<file path="src/rtl/beam_sum_sequencer.sv">
// beam_sum_sequencer: sums N_CH signed channel samples per frame and presents the
// exact frame sum on a valid/ready output, flagging framing violations on frame_err.
`default_nettype none

module beam_sum_sequencer #(
  parameter int N_CH  = 8,
  parameter int IN_W  = 19,
  parameter int OUT_W = 22
) (
  input  logic             clk,
  input  logic             rst_n,
  input  logic [IN_W-1:0]  in_data,
  input  logic             in_valid,
  input  logic             in_first,
  output logic             in_ready,
  output logic [OUT_W-1:0] out_sum,
  output logic             out_valid,
  input  logic             out_ready,
  output logic             frame_err,
  output logic             busy
);

  localparam int CNT_W = $clog2(N_CH + 1);
  localparam logic [CNT_W-1:0] CNT_LAST = CNT_W'(N_CH);
  localparam logic [CNT_W-1:0] CNT_ONE  = CNT_W'(1);

  typedef enum logic [1:0] {
    IDLE  = 2'd0,
    ACCUM = 2'd1,
    HOLD  = 2'd2
  } state_t;

  state_t                   state;
  state_t                   state_nxt;
  logic signed [OUT_W-1:0]  acc;
  logic signed [OUT_W-1:0]  acc_nxt;
  logic [CNT_W-1:0]         cnt;
  logic [CNT_W-1:0]         cnt_nxt;
  logic                     err_nxt;
  logic                     load_sum;
  logic signed [IN_W-1:0]   in_signed;
  logic signed [OUT_W-1:0]  in_sext;
  logic                     beat;

  // Size cast of a signed operand sign-extends, and is also legal when OUT_W == IN_W.
  assign in_signed = in_data;
  assign in_sext   = OUT_W'(in_signed);
  assign beat      = in_valid & in_ready;

  always_ff @(posedge clk or negedge rst_n) begin
    if (!rst_n) begin
      state     <= IDLE;
      acc       <= '0;
      cnt       <= '0;
      out_sum   <= '0;
      frame_err <= 1'b0;
    end else begin
      state     <= state_nxt;
      acc       <= acc_nxt;
      cnt       <= cnt_nxt;
      frame_err <= err_nxt;
      if (load_sum) begin
        out_sum <= acc_nxt;
      end
    end
  end

  always_comb begin
    state_nxt = state;
    acc_nxt   = acc;
    cnt_nxt   = cnt;
    err_nxt   = 1'b0;
    load_sum  = 1'b0;
    in_ready  = 1'b0;
    case (state)
      IDLE: begin
        in_ready = 1'b1;
        if (beat) begin
          if (in_first) begin
            acc_nxt = in_sext;
            cnt_nxt = CNT_ONE;
            if (CNT_ONE == CNT_LAST) begin
              state_nxt = HOLD;
              load_sum  = 1'b1;
            end else begin
              state_nxt = ACCUM;
            end
          end else begin
            err_nxt = 1'b1;
          end
        end
      end
      ACCUM: begin
        in_ready = 1'b1;
        if (beat) begin
          if (in_first) begin
            // Restart: the partial frame is abandoned and this beat opens a new one.
            err_nxt = 1'b1;
            acc_nxt = in_sext;
            cnt_nxt = CNT_ONE;
          end else begin
            acc_nxt = acc + in_sext;
            cnt_nxt = cnt + CNT_ONE;
            if (cnt_nxt == CNT_LAST) begin
              state_nxt = HOLD;
              load_sum  = 1'b1;
            end
          end
        end
      end
      HOLD: begin
        if (out_ready) begin
          state_nxt = IDLE;
        end
      end
      default: begin
        state_nxt = IDLE;
      end
    endcase
  end

  assign out_valid = (state == HOLD);
  assign busy      = (state != IDLE);

endmodule

`default_nettype wire

</file>
<file path="config.mk">
export PLATFORM = sky130hd
export DESIGN_NAME = beam_sum_sequencer
export DESIGN_NICKNAME = d
export VERILOG_FILES = /design/src/rtl/beam_sum_sequencer.sv
export SDC_FILE = /design/constraint.sdc
export NUM_CORES = 1
export LEC_CHECK = 0
export CORE_ASPECT_RATIO = 0.9
export CORE_UTILIZATION = 50
export CTS_BUF_LIST = sky130_fd_sc_hd__clkbuf_4 sky130_fd_sc_hd__clkbuf_8
export DETAILED_ROUTE_END_ITERATION = 10
export GPL_ROUTABILITY_DRIVEN = 0
export PLACE_DENSITY = 0.85
export SETUP_SLACK_MARGIN = 0.02
export SLEW_MARGIN = 0
export SYNTH_ARGS = -nofsm -noshare
export SYNTH_HDL_FRONTEND = slang
export SYNTH_SLANG_ARGS = --single-unit
</file>
<file path="constraint.sdc">
create_clock -name clk -period 7.2 [get_ports clk]
set_input_delay 2.16 -clock clk [delete_from_list [all_inputs] [get_ports clk]]
set_output_delay 2.16 -clock clk [all_outputs]
set_load 0.005 [all_outputs]
</file>
==> results.sh <==
export IMPL_synth_top_family_by_area="compound AO/OA/AOI/OAI gates"
export IMPL_die_area_mm2=0.00719
export IMPL_cts_resized=0
export IMPL_drcViolationCount=0
export IMPL_synth_edf_count=0
export IMPL_diodes=0
export IMPL_tns_ps=0
export IMPL_synth_fa_ha_area_frac=0.0862
export IMPL_power_frac_seq=0.332
export IMPL_swShare=0.418
export IMPL_ys_warn_count=0
export IMPL_synthMuxAreaShare=0.0325
export IMPL_async_flop_share=1.00
export IMPL_ys_seq_area_frac=0.372
export IMPL_cpLargestDelayFamily="simple AND/OR/NAND/NOR gates"
export IMPL_yosys_area_top_type="dfrtp_1"
export IMPL_die_h_um=80.5
export IMPL_rows=28
export IMPL_vias_per_cell=6.34
export IMPL_io_pins=50
export IMPL_fin_hold_ws_ps=469
export IMPL_die_w_um=89.3
export IMPL_postCtsHoldBufs=0
export IMPL_netlist_area_mm2=0.00343
export IMPL_crit_fanout=3
export IMPL_synthTopCellsByCount="dfrtp_1, nand2_1, o21ai_0, a21oi_1, nor2_1"
export IMPL_grt_pass1_vias=3105
export IMPL_worstSetupPathType="input pin to flop"
export IMPL_synth_seq_cells=51
export IMPL_cap_violations=0
export IMPL_post_cts_buffers=0
export IMPL_globalRouteOverflowTotal=0
export IMPL_regArea_mm2=0.00128
export IMPL_place_hpwl_um=6550
export IMPL_clock_path_buffers=2
export IMPL_path_buf_inv=1
export IMPL_core_mm2=0.00659
export IMPL_pwr_density_cell_mw_per_mm2=342
export IMPL_cp_start_kind="input pin"
export IMPL_ys_types=53
export IMPL_first_pass_iters=6
export IMPL_drv_slew=0
export IMPL_cts_sinks=51
export IMPL_synth_compound_area_share=0.271
export IMPL_syn_num_nets=449
export IMPL_end_kind="flop"
export IMPL_antenna_found_initial=0
export IMPL_layout_setup_ws_ps=2410
export IMPL_period_share=0.665
export IMPL_clk_latency_ps=300
export IMPL_syn_instance_count=402
export IMPL_peakVddDrop_mv=0.153
export IMPL_path_clk_slew_ps=80
export IMPL_comb_power_share=0.551
export IMPL_grt_first_pass_wirelength_um=14800
export IMPL_fillers=563
export IMPL_rsz0062_at_grt="false"
export IMPL_drtIter0Drc=379
export IMPL_drive_gt1_frac=0.0628
export IMPL_power_leakage_nw=1.74
export IMPL_period_needed_ps=4790
export IMPL_postRouteAntennaNets=0
export IMPL_final_hold_viol_count=0
export IMPL_post_place_ws_ps=2150
export IMPL_grt_usage=0.270
export IMPL_port_buffers=49
export IMPL_drt_wl_total_um=9030
export IMPL_tightest_slew_ps=1030
export IMPL_max_freq_ghz=0.209
export IMPL_hold_class="flop to flop"
export IMPL_routedWlPerCell_um=16.8
export IMPL_synthTopCellsByArea="dfrtp_1, ha_1, o21ai_0"
export IMPL_cpPeakStageDelay_ps=440
export IMPL_cts_made_buffers=5
export IMPL_htreeDepth=2
export IMPL_initial_core_util=0.520
export IMPL_setup_violations=0
export IMPL_cp_cell_sequence="clkdlybuf4s50_1 > ha_1 > fa_1 > a211oi_1 > o21a_1 > or3_4 > nor2b_1 > mux2i_1 > or2_2 > mux2_2"
export IMPL_relSlewSlack=0.310
export IMPL_multi_input_area_mm2=0.00206
export IMPL_clkPwrFrac=0.117
export IMPL_switching_power_mw=0.584
export IMPL_grt_max_degree=52
export IMPL_required_ps=7390
export IMPL_syn2layout_area_growth_pct=19.2
export IMPL_p_int_mw=0.812
export IMPL_synth_xor_area_frac=0.0409
export IMPL_cp_slowest_cell="fa_1"
export IMPL_outcome="finished, final reports clean"
export IMPL_yosys_most_used_dff="dfrtp_1"
export IMPL_synth_top_area_frac=0.372
export IMPL_cp_arrival_ps=4980
export IMPL_cts_root_buf="clkbuf_8"
export IMPL_synth_simple_area_share=0.171
export IMPL_cts_tree="done"
export IMPL_skew_ps=3.98
export IMPL_avgSynthCellArea_um2=8.52
export IMPL_vias=3398
export IMPL_finish_net_count=492
## worst min-delay path, cell delays in order (launching register included)
cell and delay, ps:
dfrtp_1 350, nand2_1 50, nand2_1 50
## cell families after synthesis
logic type / count (synthesis)
buffers and inverters: 24
AOI/OAI and AO/OA: 150
muxes: 10
and+or+nand+nor: 128
DFF: 51
xor gates and xnor gates: 16
adders and majority gates: 23
## per-layer routing
metal  track usage  up-vias  wire length [µm]
li1              -     1570                 -
met1         0.373     1618              4020
met2         0.427      188              4090
met3        0.0432       22               754
met4        0.0952        0               166
met5             0        -                 0
## flip-flops by register name, indices dropped and copies added, names as in the netlist
name / count
out_sum: 22
state: 2
frame_err: 1
acc: 22
cnt: 4
## worst paths after layout
kind | startpoint | end | slack, ps | cells after the start
min in group asynchronous | rst_n | state[1] | 1960 | 2
setup / recovery | in_data[0] | out_sum[14] | 2410 | 10
hold / removal | out_sum[9] | out_sum[9] | 470 | 2
setup reg to reg | state[0] | out_sum[20] | 3740 | 7
max in group asynchronous | rst_n | acc[9] | 4800 | 2
hold reg to reg | out_sum[9] | out_sum[9] | 470 | 2
## power groups by stage
stage | registers (mW) | clock network (mW) | logic [mW]
2_1_floorplan | 0.452 | 0 | 0.518
3_3_place_gp | 0.462 | 0 | 0.729
3_5_place_dp | 0.466 | 0 | 0.754
4_1_cts | 0.463 | 0.170 | 0.756
5_1_grt | 0.478 | 0.181 | 0.850
6_report | 0.464 | 0.164 | 0.769
## placed cells by master, fill, tap and decap left out, drive strengths merged, types with 5 or more instances in the layout
cell           count
clkdlybuf4s50     48
clkbuf             7
a22oi              8
nor2              31
a21oi             39
xor2               7
o31ai              7
xnor2              9
a21o               8
buf                6
o22ai             11
nor3               9
a211oi             9
mux2               6
ha                22
nor2b              5
o21ai             45
nand2             52
dfrtp             51
nand3              8
## layout make-up
type                            instances  share of cell area
Multi-Input combinational cell        327               0.505
Sequential cell                        51               0.312
Inverter                                6             0.00551
Timing Repair Buffer                   54               0.128
Clock buffer                            7              0.0205
Tap cell                               90              0.0276
Clock inverter                          1             0.00123
## per-stage QoR
step / instance area (µm²) / total power, mW / std cells / utilization
after global routing: 4080 / 1.51 / 536 / 0.620
after floorplan: 3430 / 0.970 / 402 / -
after CTS: 4080 / 1.39 / 536 / 0.620
after global placement: 4000 / 1.19 / 528 / 0.607
after detailed placement: 4000 / 1.22 / 528 / 0.607
final: 4080 / 1.40 / 536 / 0.620
Note: power is estimated with default switching activity, not from simulation.
